--- config.mk ---
export PLATFORM = sky130hd
export DESIGN_NAME = fp32_pipelined_adder
export DESIGN_NICKNAME = d
export VERILOG_FILES = /design/src/rtl/fp32_pipelined_adder.sv
export SDC_FILE = /design/constraint.sdc
export NUM_CORES = 1
export LEC_CHECK = 0
export CORE_MARGIN = 1
export CORE_UTILIZATION = 56
export CTS_CLUSTER_DIAMETER = 60
export DETAILED_ROUTE_END_ITERATION = 10
export GPL_TIMING_DRIVEN = 0
export PLACE_DENSITY = 0.79
export SLEW_MARGIN = 20
export SYNTH_ARGS = -nofsm -noshare
export SYNTH_HDL_FRONTEND = slang
export SYNTH_SLANG_ARGS = --single-unit
--- constraint.sdc ---
create_clock -name clk -period 6.57 [get_ports clk]
set_clock_uncertainty 0.2 [all_clocks]
set_input_delay 0.657 -clock clk [delete_from_list [all_inputs] [get_ports clk]]
set_output_delay 0.657 -clock clk [all_outputs]
set_load 0.05 [all_outputs]
--- src/rtl/fp32_pipelined_adder.sv ---
`default_nettype none
// ============================================================================
// Module      : fp32_pipelined_adder
// Description : Fully pipelined IEEE-754 binary32 adder, round-to-nearest-even,
//               fixed latency of PIPELINE_DEPTH-1 clock edges.
// Revision    : 1.0
// ============================================================================
module fp32_pipelined_adder #(
    parameter int PIPELINE_DEPTH = 3
) (
    input  logic        clk,
    input  logic        rst,
    input  logic [31:0] lhs,
    input  logic [31:0] rhs,
    output logic [31:0] result
);

    localparam int c_NUM_STAGES = PIPELINE_DEPTH - 1;
    // Stage word: {nan, inf, sign, exponent[7:0], sum[27:0]}
    localparam int c_PW = 39;

    logic        w_a_nan, w_b_nan, w_a_inf, w_b_inf, w_swap;
    logic [31:0] w_big, w_small;
    logic [7:0]  w_big_exp, w_small_exp, w_exp_diff;
    logic [23:0] w_big_man, w_small_man;
    logic [49:0] w_small_wide;
    logic [26:0] w_small_aligned;
    logic [27:0] w_sum;
    logic        w_nan, w_inf, w_sign;
    logic [c_PW-1:0] w_stage_d;

    // Front half: unpack, swap, align, add/subtract.
    always_comb begin
        w_a_nan     = (lhs[30:23] == 8'hFF) && (lhs[22:0] != 23'd0);
        w_b_nan     = (rhs[30:23] == 8'hFF) && (rhs[22:0] != 23'd0);
        w_a_inf     = (lhs[30:23] == 8'hFF) && (lhs[22:0] == 23'd0);
        w_b_inf     = (rhs[30:23] == 8'hFF) && (rhs[22:0] == 23'd0);
        w_swap      = rhs[30:0] > lhs[30:0];
        w_big       = w_swap ? rhs : lhs;
        w_small     = w_swap ? lhs : rhs;
        w_big_exp   = (w_big[30:23] == 8'd0) ? 8'd1 : w_big[30:23];
        w_small_exp = (w_small[30:23] == 8'd0) ? 8'd1 : w_small[30:23];
        w_big_man   = {(w_big[30:23] != 8'd0), w_big[22:0]};
        w_small_man = {(w_small[30:23] != 8'd0), w_small[22:0]};
        w_exp_diff  = w_big_exp - w_small_exp;

        // Aligned operand: 24 significand bits, guard, round, sticky.
        w_small_wide = {w_small_man, 26'd0} >> w_exp_diff;
        if (w_exp_diff >= 8'd26) begin
            w_small_aligned = {26'd0, |w_small_man};
        end else begin
            w_small_aligned = {w_small_wide[49:24], |w_small_wide[23:0]};
        end

        if (w_big[31] ^ w_small[31]) begin
            w_sum = {1'b0, w_big_man, 3'd0} - {1'b0, w_small_aligned};
        end else begin
            w_sum = {1'b0, w_big_man, 3'd0} + {1'b0, w_small_aligned};
        end

        w_nan = w_a_nan | w_b_nan | (w_a_inf & w_b_inf & (lhs[31] ^ rhs[31]));
        w_inf = w_a_inf | w_b_inf;
        // A zero sum is -0 only when both operands are negative.
        if (w_inf) begin
            w_sign = w_a_inf ? lhs[31] : rhs[31];
        end else if (w_sum == 28'd0) begin
            w_sign = lhs[31] & rhs[31];
        end else begin
            w_sign = w_big[31];
        end
        w_stage_d = {w_nan, w_inf, w_sign, w_big_exp, w_sum};
    end

    logic [c_PW-1:0] w_pipe_d [c_NUM_STAGES];
    logic [c_PW-1:0] r_pipe_q [c_NUM_STAGES];

    always_comb begin
        w_pipe_d[0] = w_stage_d;
        for (int i = 1; i < c_NUM_STAGES; i++) begin
            w_pipe_d[i] = r_pipe_q[i-1];
        end
    end

    always_ff @(posedge clk or posedge rst) begin
        if (rst) begin
            for (int i = 0; i < c_NUM_STAGES; i++) begin
                r_pipe_q[i] <= '0;
            end
        end else begin
            for (int i = 0; i < c_NUM_STAGES; i++) begin
                r_pipe_q[i] <= w_pipe_d[i];
            end
        end
    end

    logic        w_out_nan, w_out_inf, w_out_sign;
    logic [9:0]  w_out_exp, w_shift_limit, w_norm_exp, w_final_exp;
    logic [27:0] w_out_sum;
    logic [4:0]  w_lzc, w_shift;
    logic [26:0] w_norm_man;
    logic        w_round_up;
    logic [24:0] w_rounded;
    logic [22:0] w_frac;

    // Back half: normalize, round, pack.
    always_comb begin
        w_out_nan  = r_pipe_q[c_NUM_STAGES-1][38];
        w_out_inf  = r_pipe_q[c_NUM_STAGES-1][37];
        w_out_sign = r_pipe_q[c_NUM_STAGES-1][36];
        w_out_exp  = {2'b00, r_pipe_q[c_NUM_STAGES-1][35:28]};
        w_out_sum  = r_pipe_q[c_NUM_STAGES-1][27:0];

        w_lzc = 5'd27;
        for (int i = 0; i < 27; i++) begin
            if (w_out_sum[i]) begin
                w_lzc = 5'(26 - i);
            end
        end

        // Left shift stops at exponent 1 so tiny results land as subnormals.
        w_shift_limit = w_out_exp - 10'd1;
        w_shift       = 5'd0;
        if (w_out_sum[27]) begin
            w_norm_man = {w_out_sum[27:2], w_out_sum[1] | w_out_sum[0]};
            w_norm_exp = w_out_exp + 10'd1;
        end else begin
            w_shift    = ({5'd0, w_lzc} < w_shift_limit) ? w_lzc : w_shift_limit[4:0];
            w_norm_man = w_out_sum[26:0] << w_shift;
            w_norm_exp = w_out_exp - {5'd0, w_shift};
        end

        w_round_up = w_norm_man[2] & (w_norm_man[3] | w_norm_man[1] | w_norm_man[0]);
        w_rounded  = {1'b0, w_norm_man[26:3]} + {24'd0, w_round_up};
        if (w_rounded[24]) begin
            w_final_exp = w_norm_exp + 10'd1;
            w_frac      = w_rounded[23:1];
        end else begin
            w_final_exp = w_rounded[23] ? w_norm_exp : 10'd0;
            w_frac      = w_rounded[22:0];
        end

        if (w_out_nan) begin
            result = 32'h7FC0_0000;
        end else if (w_out_inf) begin
            result = {w_out_sign, 8'hFF, 23'd0};
        end else if (w_out_sum == 28'd0) begin
            result = {w_out_sign, 31'd0};
        end else if (w_final_exp >= 10'd255) begin
            result = {w_out_sign, 8'hFF, 23'd0};
        end else begin
            result = {w_out_sign, w_final_exp[7:0], w_frac};
        end
    end

endmodule
`default_nettype wire

==> results of run 1 <==
## cell usage after synthesis (37+ instances only)
cell type  number
ha_1          103
xnor2_1        37
inv_1         114
nand2_1       227
dfrtp_1        78
nand3_1        74
nor3_1         56
a21oi_1       112
nor4_1         37
o21ai_0        97
mux2i_1       123
nor2_1        159
clkbuf_1       59
## metal layers
layer | GRT overflow | GRT usage
met3 | 34 | 0.757
met1 | 26 | 0.848
met2 | 294 | 1.03
met4 | 160 | 0.943
met5 | 3 | 0.581
## cell families after synthesis
group / Yosys count / share of synthesized area
AO/OA/AOI/OAI: 537 / 0.266
adder cells (fa/ha/maj): 106 / 0.0947
AND/OR/NAND/NOR: 718 / 0.250
XOR/XNOR: 63 / 0.0387
buffers and inverters: 228 / 0.0685
multiplexers: 174 / 0.144
flip-flops: 78 / 0.137
## what timing repair did
item,in CTS
hold endpoints to repair,0
resized for setup,841
pin swaps,122
cloned,3
setup endpoints to repair,60
hold buffers,0
setup buffers,161
## stage by stage
| stage | instances | area, µm² | hold slack [ns] |
|---|---|---|---|
| after floorplan | 1904 | 15100 | 0.131 |
| after global placement | 2325 | 16500 | 0.131 |
| after detailed placement | 2326 | 16500 | 0.135 |
| after CTS | 2504 | 19600 | 0.140 |
==> impl_metrics.yaml, run 1 <==
global_route:
  grt_max_degree: 64
  grtUsageTotal: 0.884
  overflow: 517
yosys:
  synthArstFlopShare: 1.00
  ys_seq_elements: 78
  synthFlopType: "dfrtp_1"
  seq_area_frac_synth: 0.137
  synth.distinct_cells: 102
  synth_cells: 1904
  synth_warnings: 0
  synth.top_cell.area_share: 0.137
  synth_edf_count: 0
  syn_area_um2: 14200
  yosys.area.top_type: "dfrtp_1"
  synth_area_leaders: "dfrtp_1 (14%), ha_1 (9.0%), mux2i_1 (8.6%), nand2_1 (6.0%), nor2_1 (4.2%)"
  syn_nets: 2076
  synth.avg_cell_area_um2: 7.48
clocking:
  cts_buffer_depth: 2
  cts-root-buf: "clkbuf_16"
  cts_sinks: 78
  cts_buffers: 9
  htreeDepth: 3
sta:
  worst_path_end_type: "sequential cell input"
  postGrtWorstEndpoint: "r_pipe_q[75]$_DFF_PP0_/D"
outcome:
  error: "[ERROR GRT-0232] Routing congestion too high. Check the congestion heatmap in the GUI."
  haltStage: "global routing (5_1_grt)"
  outcome: "did not finish"
floorplanning:
  top_level_ports: 98
  rows: 57
  dieWidth_um: 161
  start_util: 0.579
  die_h_um: 161
placed_design:
  port_buffers: 97
  dp_slack_ns: -5.68
  gp_congestion: 1.02
  dp_hpwl_um: 47700
==> run 2, diff against run 1 <==
- CORE_UTILIZATION: 56 -> 40
- CTS_CLUSTER_DIAMETER: 60 -> unset
- PLACE_DENSITY: 0.79 -> unset
- PLACE_DENSITY_LB_ADDON: unset -> 0.15
- clock period: 6.57 -> 8.5 ns (I/O delays scaled with it)
==> impl_metrics.yaml, run 2 <==
final_layout:
  antenna_cells: 0
  top_regs: "r_pipe_q: 78 flops"
  final_cell_mix: "nand2_1 (221), buf_4 (186), nor2_1 (152)"
  area_growth_pct: 37.0
  drive_gt1_frac: 0.325
  layoutNonFillerInstCount: 2643
  fillerInstances: 3220
  largest_register_ffs: 78
  multi_input_area_um2: 13100
  nNetsFinal: 2355
  regArea_um2: 1960
  regMostFlops: "r_pipe_q"
  final_common_cell: "nand2_1"
floorplanning:
  start_util: 0.409
  die_h_um: 191
  dieWidth_um: 191
  rows: 68
  dieArea_um2: 36400
  top_level_ports: 98
  placeableCoreArea_um2: 34800
global_route:
  use_met1: 0.409
  grt_use_met2: 0.579
  overflow: 0
  first_global_vias: 16260
  grtUsageTotal: 0.342
  busiest_layer: "met2"
  antenna_found_initial: 0
  grt_max_degree: 61
  use_met3: 0.0357
  grt_pass1_wl_um: 95600
detailed_routing:
  wl_per_cell_um: 23.9
  dr_total_vias: 16972
  detail-route-antenna-nets: 0
  drt_first_pass_iters: 5
  drtIter0Drc: 1754
  drc: 0
  drt-total-wl_um: 63300
  vias_per_cell: 6.42
power:
  p_leak_nw: 8.31
  clkPwrFrac: 0.074
  ir_worst_vdd_uv: 235
  p_comb_frac: 0.811
  p_switching_mw: 2.96
  power_frac_seq: 0.116
  sw_frac_of_total: 0.548
  fin_total_pwr_mw: 5.39
  power.internal_mw: 2.43
  cellPowerDensity_nw_per_um2: 276
yosys:
  yosys.area.top_type: "dfrtp_1"
  synth_cells: 1904
  syn_nets: 2076
  ys_seq_elements: 78
  synthFlopType: "dfrtp_1"
  yosysMostFrequentCell: "nand2_1"
  synth_edf_count: 0
  seq_area_frac_synth: 0.137
  synth_warnings: 0
  synthArstFlopShare: 1.00
  ys_top_cells_by_count: "nand2_1 (227), nor2_1 (159), mux2i_1 (123)"
  syn_area_um2: 14200
  synth.avg_cell_area_um2: 7.48
  synth_area_leaders: "dfrtp_1 (14%), ha_1 (9.0%), mux2i_1 (8.6%), nand2_1 (6.0%), nor2_1 (4.2%)"
  synth.distinct_cells: 102
  synth.top_cell.area_share: 0.137
sta:
  finalSetupTns_ns: -4.17
  worst_pin_slew_ns: 1.17
  fmax_ghz: 0.0999
  slew_headroom: 0.211
  rsz0062_at_grt: "yes"
  timing.final.crit_share: 1.18
  layout_setup_ws_ns: -1.51
  holdWs_ns: 0.147
  report.final.setup_viol: 10
  min_period_ns: 10.01
  hold_viol: 0
  slew_viol_final: 0
clocking:
  htreeDepth: 3
  ctsHoldBuffers: 0
  cts_buffer_depth: 2
  cts_sinks: 78
  clk_latency_ns: 0.35
  cts_tree: "done"
  cts.clk_slew.worst_paths_ns: 0.06
  cts_buffers: 9
  cts-root-buf: "clkbuf_16"
placed_design:
  gp_congestion: 0.985
  dp_cells: 2457
  port_buffers: 97
  dp_hpwl_um: 48900
critical_path:
  cp.arrival_ns: 10.02
  startpoint_type: "primary input"
  critPathMaxFanout: 8
  cpMostUsedCell: "buf_4"
  cpPeakStageDelay_ns: 0.52
  critPathSlowestCell: "or4_4"
  criticalPathCategory: "primary input to flop"
  endpoint_kind: "flop"
  cp_data_required_time_ns: 8.50
worst_hold_path:
  hold_path.class: "flop to flop"
outcome:
  outcome: "finished with violations"
  violations: "setup timing"
job:
  drv_cap: 0
-- run 2: cell counts after synthesis --
Identical to the previous run, type by type.
-- run 2: cell type report --
| cell class | count | share of cell area |
|---|---|---|
| Inverter | 119 | 0.0260 |
| Multi-Input combinational cell | 1598 | 0.672 |
| Timing Repair Buffer | 273 | 0.114 |
| Clock inverter | 7 | 0.00455 |
| Buffer | 104 | 0.0430 |
| Tap cell | 455 | 0.0292 |
| Clock buffer | 9 | 0.0115 |
| Sequential cell | 78 | 0.100 |
-- run 2: per-layer routing --
metal  part of all wire  wire length, µm
met1               0.38            24300
met2               0.47            30000
met3              0.072             4540
met4              0.071             4460
met5                  0                0
-- run 2: final timing paths --
| path | startpoint | to | slack (ns) | cells after the start |
|---|---|---|---|---|
| min reg2reg | r_pipe_q[63]$_DFF_PP0_ | r_pipe_q[24]$_DFF_PP0_ | 0.15 | 0 |
| min in group asynchronous | rst | r_pipe_q[38]$_DFF_PP0_ | 0.59 | 2 |
| max reg2reg | r_pipe_q[39]$_DFF_PP0_ | r_pipe_q[0]$_DFF_PP0_ | 7.78 | 0 |
| min | r_pipe_q[63]$_DFF_PP0_ | r_pipe_q[24]$_DFF_PP0_ | 0.15 | 0 |
| max | lhs[2] | r_pipe_q[75]$_DFF_PP0_ | -1.51 | 49 |
| max in group asynchronous | rst | r_pipe_q[4]$_DFF_PP0_ | 6.92 | 3 |
-- run 2: logic make-up after synthesis --
family,synth area share
compound gates,0.266
simple gates,0.250
buf+inv,0.0685
flops,0.137
mux,0.144
xor+xnor,0.0387
fa+ha+maj,0.0947
-- run 2: power groups by stage --
stage / Sequential [mW] / Clock, mW / Combinational [mW]
after detailed placement: 0.618 / 0 / 3.55
after floorplan: 0.556 / 0 / 2.54
final: 0.625 / 0.397 / 4.37
after CTS: 0.615 / 0.407 / 3.98
after global routing: 0.636 / 0.422 / 4.61
after global placement: 0.617 / 0 / 3.54
-- run 2: repair_timing --
item                                    4_1_cts  5_1_grt
endpoints found under the hold margin         0        0
resized for setup                           659      216
cloned                                        2        1
buffers inserted                            119       56
pin swaps                                    89      119
endpoints found under the setup margin       60       55
-- run 2: through the flow --
stage | area [µm²] | utilization | setup slack, ns
floorplan | 14700 | - | -0.758
global placement | 16300 | 0.467 | -3.94
detailed placement | 16300 | 0.468 | -4.00
CTS | 18400 | 0.529 | -1.71
global route | 19500 | 0.561 | -1.80
finish | 19500 | 0.561 | -1.51
-- run 2: worst max-delay path, delay by kind of cell --
kind | cells | cell delay (ns)
AOI/OAI and AO/OA | 15 | 2.98
xor gates and xnor gates | 2 | 0.43
buffers and inverters | 17 | 2.32
adders and majority gates | 4 | 1.15
and+or+nand+nor | 10 | 2.04
muxes | 1 | 0.22
Note: power is estimated with default switching activity, not from simulation.
